--- src/rtl/dff_bank_ctrl.sv ---
// Round-robin controller that time-shares one W-bit flip-flop bank between NREQ requesters.
// Define DFF_BANK_VERIFY_EN to add a readback VERIFY state that pulses err with ack on a mismatch.
module dff_bank_ctrl #(
    parameter int NREQ = 4,
    parameter int W    = 8
) (
    input  logic                clk,
    input  logic                rst,
    input  logic [NREQ-1:0]     req,
    input  logic [2*NREQ-1:0]   op,
    input  logic [W*NREQ-1:0]   wdata,
    input  logic [W-1:0]        q,
    output logic [W-1:0]        d,
    output logic                s_n,
    output logic                r_n,
    output logic                cap,
    output logic [NREQ-1:0]     gnt,
    output logic [NREQ-1:0]     ack,
    output logic                busy,
    output logic                err
);

    localparam int PW  = (NREQ > 1) ? $clog2(NREQ) : 1;
    localparam int PW1 = PW + 1;

    typedef enum logic [2:0] {IDLE, DRIVE, STROBE, VERIFY, ACK} state_t;
    typedef enum logic [1:0] {OP_WRITE = 2'b00, OP_SET = 2'b01, OP_CLEAR = 2'b10, OP_HOLD = 2'b11} op_t;

    state_t          state;
    op_t             cur_op;
    op_t             pick_op;
    logic [PW-1:0]   ptr;
    logic [PW-1:0]   winner;
    logic [PW-1:0]   pick;
    logic [PW:0]     idx;
    logic [W-1:0]    pick_data;
    logic [NREQ-1:0] pick_onehot;
    logic [NREQ-1:0] winner_onehot;

    // Search downward from the farthest offset so the requester nearest ptr is the last one assigned.
    always_comb begin
        idx           = '0;
        pick          = ptr;
        pick_op       = OP_HOLD;
        pick_data     = '0;
        pick_onehot   = '0;
        winner_onehot = '0;
        for (int i = NREQ - 1; i >= 0; i--) begin
            idx = {1'b0, ptr} + PW1'(i);
            if (idx >= PW1'(NREQ)) idx = idx - PW1'(NREQ);
            if (req[idx[PW-1:0]]) pick = idx[PW-1:0];
        end
        for (int i = 0; i < NREQ; i++) begin
            if (PW'(i) == pick) begin
                pick_op        = op_t'(op[2*i +: 2]);
                pick_data      = wdata[W*i +: W];
                pick_onehot[i] = 1'b1;
            end
            if (PW'(i) == winner) winner_onehot[i] = 1'b1;
        end
    end

    // Pin outputs are assigned for the state being entered, so every output is a plain register.
    // d keeps the last written value between operations; only a write or reset changes it.
    always_ff @(posedge clk) begin
        if (rst) begin
            state  <= IDLE;
            cur_op <= OP_HOLD;
            ptr    <= '0;
            winner <= '0;
            d      <= '0;
            s_n    <= 1'b1;
            r_n    <= 1'b1;
            cap    <= 1'b0;
            gnt    <= '0;
            ack    <= '0;
            busy   <= 1'b0;
            err    <= 1'b0;
        end else begin
            s_n <= 1'b1;
            r_n <= 1'b1;
            cap <= 1'b0;
            ack <= '0;
            err <= 1'b0;
            case (state)
                IDLE: begin
                    if (|req) begin
                        state  <= DRIVE;
                        winner <= pick;
                        cur_op <= pick_op;
                        gnt    <= pick_onehot;
                        busy   <= 1'b1;
                        case (pick_op)
                            OP_WRITE: d   <= pick_data;
                            OP_SET:   s_n <= 1'b0;
                            OP_CLEAR: r_n <= 1'b0;
                            default:  ;
                        endcase
                    end
                end
                DRIVE: begin
                    state <= STROBE;
                    if (cur_op == OP_WRITE) cap <= 1'b1;
                end
                STROBE: begin
`ifdef DFF_BANK_VERIFY_EN
                    state <= VERIFY;
`else
                    state <= ACK;
                    gnt   <= '0;
                    ack   <= winner_onehot;
`endif
                end
`ifdef DFF_BANK_VERIFY_EN
                // d still holds the written data here, so it doubles as the expected readback.
                VERIFY: begin
                    state <= ACK;
                    gnt   <= '0;
                    ack   <= winner_onehot;
                    case (cur_op)
                        OP_WRITE: err <= (q != d);
                        OP_SET:   err <= (q != {W{1'b1}});
                        OP_CLEAR: err <= (q != {W{1'b0}});
                        default:  err <= 1'b0;
                    endcase
                end
`endif
                ACK: begin
                    state <= IDLE;
                    busy  <= 1'b0;
                    ptr   <= (winner == PW'(NREQ - 1)) ? '0 : winner + 1'b1;
                end
                default: state <= IDLE;
            endcase
        end
    end

`ifndef DFF_BANK_VERIFY_EN
    logic unused_q;
    assign unused_q = ^q;
`endif

endmodule
--- config.mk ---
export PLATFORM = sky130hd
export DESIGN_NAME = dff_bank_ctrl
export DESIGN_NICKNAME = d
export VERILOG_FILES = /design/src/rtl/dff_bank_ctrl.sv
export SDC_FILE = /design/constraint.sdc
export NUM_CORES = 1
export LEC_CHECK = 0
export ABC_AREA = 1
export BUFFER_PORTS_ARGS = -buffer_cell sky130_fd_sc_hd__buf_2
export CAP_MARGIN = 20
export CORE_MARGIN = 2
export CORE_UTILIZATION = 52
export CTS_BUF_LIST = sky130_fd_sc_hd__clkbuf_4
export CTS_CLUSTER_SIZE = 16
export DETAILED_ROUTE_END_ITERATION = 6
export GPL_TIMING_DRIVEN = 1
export MAX_ROUTING_LAYER = met4
export PLACE_DENSITY_LB_ADDON = 0.08
export SLEW_MARGIN = 20
export SYNTH_ARGS = -nofsm -noshare
export SYNTH_HDL_FRONTEND = slang
export SYNTH_SLANG_ARGS = --single-unit
export TNS_END_PERCENT = 20
--- constraint.sdc ---
create_clock -name clk -period 4.3 [get_ports clk]
set_clock_uncertainty 0.2 [all_clocks]
set_input_delay 0.215 -clock clk [delete_from_list [all_inputs] [get_ports clk]]
set_output_delay 0.215 -clock clk [all_outputs]
set_load 0.005 [all_outputs]
==> summary.txt, run 1 <==
Clock network
  – Post-CTS sizing: 0
  – Num CTS Buffers: 5
  – Clock root cell: clkbuf_4
  – CTS max path bufs: 2
  – Reg clk slew, reported paths: 0.10 ns
  – Post-CTS Setup Bufs: 0
  – H-tree levels: 2
  – Clk_lat worst skew: 0.34 ns
  – Sink Count: 29
  – Post-CTS Hold Buffers: 2
  – CTS tree: done

Worst setup path
  – Worst EP arrival: 2.73 ns
  – R2R depth: 16
  – RR Startpoint: ptr[0]
  – CP dominant cell by count: nand2_1
  – Crit path kind: flip-flop to flip-flop
  – Reg-to-reg endpoint: d[3]
  – Reg-to-reg slack, setup: 1.64 ns
  – Critical Path RT: 4.37 ns
  – Slowest CP cell: dfxtp_1
  – Crit path buffers/inverters: 3
  – CP cell instances: inv_4 > nand2_1 > nand3_1 > nand2_1 > clkinv_1 > nand2_1 > nand2_2 > nand2_2 > nand2_2 > nand2_4 > inv_2 > nor2_1 > nand2_1 > nand4_1 > nor2_1 > nor2_1
  – Delay-heaviest family, CP: simple AND/OR/NAND/NOR gates
  – Crit. End Element: flip-flop
  – CP Launch Type: flip-flop
  – Max incr delay on CP: 0.55 ns
  – Crit-path max FO: 8

Routing
  – Wire per inst: 11.2 microns
  – WL final: 4.03 mm
  – Drt drc: 0
  – Vias after detailed routing: 1754
  – Iter 0 DRT Violations: 94
  – Vias per inst: 4.86
  – DRT Pass-1 Iters: 4
  – Antenna-violating nets left: 0

Yosys
  – Post-synth EDFFs: 0
  – Xor and xnor area share after synthesis: 0%
  – Post-synthesis sequential area ratio: 34.8%
  – Netlist cell types: 30
  – Async SR Flop Fraction: 0%
  – Main combinational cell family by area after synthesis: simple AND/OR/NAND/NOR gates
  – Fraction of the mapped netlist area in adder cells: 3.00%
  – Syn. warnings: 0
  – Synthesized area: 1670 sq um
  – Mean Syn Cell Area: 6.78 sq um
  – Synth Area in Simple Gates: 44.7%
  – Synth Register Bits: 29
  – Ys flop type: dfxtp_1
  – Post-Syn Nets: 304
  – Mapped Cells: 246
  – Synth Area in Compound Gates: 6.53%
  – Post-synthesis mux area share: 0%

Min path
  – Hold Crit Endpoint: d[1]
  – Hold Path Class: input pin to flip-flop
  – Hold path start: wdata[9]
  – Hold-critical path depth: 5

Cells and area
  – Final Util: 69.2%
  – Layout cells sized above 1: 31.9%
  – Fin nets: 374
  – Layout area overhead: 26.7%
  – Design Area, Final: 2110 sq um
  – # diodes: 0

Floorplan
  – Core Area: 3050 sq um
  – Die Ht: 60.6 microns
  – Die area: 3680 sq um
  – Ports: 75
  – Initial Util: 54.6%
  – Rows: 20
  – Die boundary width: 60.6 microns

Global routing
  – Initial antenna violation count: 0
  – Largest net degree at the start of global routing: 16
  – Tot GR Track Use: 23.9%
  – First-pass GRT wire length: 6.23 mm
  – Total gr overflow: 0
  – Met1 Use GR: 31.3%
  – Vias in the first global route: 1408
  – Busiest layer in global routing: met2
  – Grt met2 use: 35.5%
  – Met3 Use GR: 4.48%

Placement
  – IO buf count: 65
  – Placed Area: 2010 sq um
  – Detailed Place HPWL: 3.02 mm
  – Gpl congestion: 0.798

STA
  – Slew Viols, Final: 0
  – Final setup TNS: 0 ns
  – Final period util: 61.8%
  – Tmin final: 2.66 ns
  – Max-slew headroom: 60.0%
  – F_max: 376 MHz
  – RSZ-0062 raised after global routing: false
  – Worst-Margin Slew: 0.598 ns
  – Final Hold Viols: 0
  – Final setup viols: 0

Pwr
  – Lkg Pwr: 1.14 nW
  – Power density over cell area: 356 nW/um^2
  – VDD IR-drop max: 138 uV

Run status
  – Status: finished clean

Flow run
  – Max Cap Viol: 0
## power breakdown
group          switching (mW)  internal [mW]
Sequential             0.0133          0.295
Combinational           0.135         0.0846
Clock                   0.104          0.120
Total                   0.252          0.500
## tightest hold or removal path: stages
cell and delay, ns:
buf_2 0.07, nand2_1 0.04, nand4_1 0.06, nor2_1 0.05, nor2_2 0.08
## cell usage after synthesis, types with 3 or more instances
cell / count / share of area [%]
nand2_2: 7 / 2.6
inv_1: 31 / 7.0
a32o_1: 3 / 1.8
nor2_1: 26 / 5.9
nor2_2: 4 / 1.5
nand2_1: 83 / 19
dfxtp_1: 29 / 35
a21oi_1: 4 / 1.2
inv_2: 4 / 0.90
nand2_4: 4 / 2.7
nand3_2: 4 / 2.4
ha_1: 4 / 3.0
nand3_1: 11 / 3.3
nand4_1: 11 / 4.1
## sequential cells by signal (all words and copies together), names as in the netlist
name,flops
ptr,2
winner,2
gnt,4
cap,1
s_n,1
d,8
cur_op,2
busy,1
ack,4
r_n,1
state,3
## cell families after synthesis
group                    count (synthesis)
flip-flops                              29
adder cells (fa/ha/maj)                  4
AO/OA/AOI/OAI                           14
AND/OR/NAND/NOR                        156
buffers and inverters                   42
other                                    1
## final cells by class
cell class / instances / area, sq um
inverters: 38 / 145
clock inverters: 3 / 41.3
fillers: 292 / 940
multi-input cells: 175 / 908
clock buffers: 5 / 37.5
flip-flops and latches: 29 / 581
well taps: 44 / 55.1
repair buffers: 67 / 345
## per-layer routing
metal,up-vias,routed length [microns]
met3,8,210
li1,913,-
met2,53,1910
met5,-,0
met1,780,1840
met4,0,64
## through the flow
stage,power (mW),cells,hold WS [ns],worst slack [ns]
detailed placement,0.530,351,0.212,1.77
global route,0.799,361,0.0264,1.40
floorplan,0.466,246,0.190,2.12
global placement,0.526,351,0.212,1.81
finish,0.752,361,0.00563,1.64
CTS,0.756,361,0.00492,1.66
## layout by cell type (no fill, tap or decap), drive strengths merged, types with 2 or more instances in the layout
master       netlist  final
clkbuf             1      5
o22ai              2      2
dfxtp             29     29
nand4             11     11
buf                3     65
a32o               3      3
nand3             16     16
ha                 4      4
inv               36     36
nor4               2      2
dlygate4sd3        0      2
nand2             94     94
nor2              31     31
clkinv             2      3
a21oi              4      4
or2                2      2
## how the worst max path moves through the flow
stage | start | end | cells past startpoint
floorplan | ptr[0] | d[0] | 17
global placement | ptr[0] | d[7] | 17
detailed placement | ptr[0] | d[5] | 17
CTS | ptr[0] | d[3] | 16
global route | ptr[0] | d[3] | 16
finish | ptr[0] | d[3] | 16
(Power assumes the default switching activity.)
==> run 2: changes to the inputs <==
CORE_UTILIZATION = 48   (was 52)
clock period = 2.8 ns   (was 4.3 ns; I/O delays follow)
==> run 2 against run 1 <==
- via count up 8.9%
- sequential power is 53% higher
- setup slack worse by 1.5 ns
- sequential cell count is the same
- sequential share of layout area is 3.7 points lower
- critical path type unchanged
==> summary.txt, run 2 (same netlist as run 1, synthesis figures left out) <==
Run status
  – Status: finished clean

Worst setup path
  – Worst EP arrival: 2.64 ns (-0.09 ns)
  – Slowest CP cell: dlygate4sd3_1
  – CP dominant cell by count: nand2_1
  – Crit path kind: flip-flop to flip-flop
  – CP Launch Type: flip-flop
  – Reg-to-reg endpoint: r_n
  – CP cell instances: inv_2 > nand2_1 > nand2_1 > nand2_1 > nand2_1 > inv_1 > nand2_2 > nand2_2 > nand2_2 > nand2_4 > nand2_4 > or2_4 > nand2_4 > nand4_1 > dlygate4sd3_1
  – Setup crit end: r_n
  – Crit path launch: ptr[1]
  – Crit-path max FO: 7 (-1)
  – R2R depth: 15 (-1)
  – Crit. End Element: flip-flop
  – Crit path buffers/inverters: 3 (unchanged)
  – Max incr delay on CP: 0.57 ns (+0.02 ns)
  – RR Startpoint: ptr[1]
  – Reg-to-reg slack, setup: 0.17 ns (-1.47 ns)
  – Critical Path RT: 2.81 ns (-1.56 ns)
  – CP Depth: 15 (-1)
  – Delay-heaviest family, CP: simple AND/OR/NAND/NOR gates

Clock network
  – H-tree levels: 2 (unchanged)
  – CTS tree: done
  – Clk_lat worst skew: 0.32 ns (-0.02 ns)
  – CTS max path bufs: 2 (unchanged)
  – Num CTS Buffers: 5 (unchanged)
  – Sink Count: 29 (unchanged)
  – Clock root cell: clkbuf_4
  – Reg clk slew, reported paths: 0.09 ns (about the same)

Routing
  – Wire per inst: 12.6 microns (+13%)
  – Antenna-violating nets left: 0 (unchanged)
  – WL final: 5.00 mm (+24%)
  – Iter 0 DRT Violations: 134 (+43%)
  – Drt drc: 0 (unchanged)
  – DRT Pass-1 Iters: 4 (unchanged)
  – Vias per inst: 4.80 (-1.2%)
  – Vias after detailed routing: 1910 (+8.9%)

Global routing
  – Vias in the first global route: 1793 (+27%)
  – Tot GR Track Use: 26.6% (+2.7 points)
  – First-pass GRT wire length: 8.00 mm (+28%)
  – Largest net degree at the start of global routing: 16 (unchanged)
  – Total gr overflow: 0 (unchanged)
  – Initial antenna violation count: 0 (unchanged)

Cells and area
  – Fill count: 279 (-4.5%)
  – Biggest regs: d (8), ack (4), gnt (4)
  – # diodes: 0 (unchanged)
  – Biggest register: d
  – Layout area overhead: 47.3%
  – Max reg flops: 8 (unchanged)
  – Design Area, Final: 2460 sq um (+16%)
  – Layout cells sized above 1: 30.4% (-1.5 points)
  – Final Util: 73.6% (+4.4 points)
  – Fin nets: 409 (+9.4%)
  – Most common cell after layout, fill and taps aside: nand2_1
  – Most frequent cells in the layout: nand2_1, buf_2, dlygate4sd3_1

Placement
  – Gpl congestion: 0.799 (+0.13%)
  – Place WS: 0.302 ns (-1.47 ns)
  – Detailed Place HPWL: 3.09 mm (+2.1%)
  – Placed Area: 2030 sq um (+0.87%)
  – IO buf count: 65 (unchanged)

Floorplan
  – Die area: 3960 sq um (+7.8%)
  – Core Area: 3340 sq um (+9.3%)
  – Die boundary width: 62.9 microns (+3.8%)
  – Rows: 21 (+5.0%)
  – Ports: 75 (unchanged)
  – Initial Util: 50.0% (-4.6 points)
  – Die Ht: 62.9 microns (+3.8%)

Flow run
  – Max Cap Viol: 0 (unchanged)

Pwr
  – Lkg Pwr: 1.30 nW (+14%)
  – Total chip power: 1.20 mW (+60%)
  – VDD IR-drop max: 347 uV (+150%)
  – Power density over cell area: 489 nW/um^2 (+38%)

STA
  – Final setup viols: 0 (unchanged)
  – Tmin final: 2.63 ns (-0.0274 ns)
  – F_max: 380 MHz (+1.0%)
  – Final setup margin: 0.170 ns (-1.47 ns)
  – Final Hold Viols: 0 (unchanged)
  – Final setup TNS: 0 ns (unchanged)
  – Final period util: 93.9% (+32 points)
  – Slew Viols, Final: 0 (unchanged)
  – RSZ-0062 raised after global routing: false

Min path
  – Hold-critical path depth: 4 (-1)
  – Hold Path Class: input pin to flip-flop
[run 2: how the worst min path moves through the flow]
stage	from	end	slack, ns
finish	op[4]	s_n	0.05
global route	op[4]	s_n	0.06
CTS	op[4]	s_n	0.006
detailed placement	rst	busy	0.21
global placement	rst	busy	0.21
floorplan	wdata[11]	d[3]	0.18
[run 2: power by group]
part	switching, mW	internal (mW)	leakage, nW
logic	0.223	0.168	1.02
clock network	0.142	0.195	0.0433
registers	0.0209	0.453	0.238
total	0.386	0.816	1.30
[run 2: routing by layer]
metal	vias to the layer above	global-route usage (%)	part of all wire (%)
met5	-	-	0
met3	29	6.13	6.3
met4	0	17.8	5.8
li1	978	-	-
met1	820	29.9	41
met2	83	41.9	47
[run 2: worst min-delay path, delay by kind of cell]
kind / cells / cell delay (ns)
AND/OR/NAND/NOR: 3 / 0.30
buffers and inverters: 1 / 0.10
[run 2: per-stage QoR]
stage / hold slack, ns / instances
2_1_floorplan: 0.178 / 246
3_3_place_gp: 0.207 / 355
3_5_place_dp: 0.214 / 355
4_1_cts: 0.00575 / 395
5_1_grt: 0.0596 / 398
6_report: 0.0497 / 398
[run 2: timing repair]
item	CTS	global route
setup endpoints to repair	0	9
hold buffers	32	0
resized for setup	0	2
hold endpoints to repair	14	0
setup buffers	0	3
[run 2: final cells by class]
cell class / count / area, sq um / area share [%]
Tap cell: 46 / 57.6 / 2.34
Clock inverter: 2 / 33.8 / 1.37
Multi-Input combinational cell: 175 / 908 / 37.0
Sequential cell: 29 / 584 / 23.8
Inverter: 38 / 145 / 5.91
Clock buffer: 6 / 45.0 / 1.83
Timing Repair Buffer: 102 / 683 / 27.8
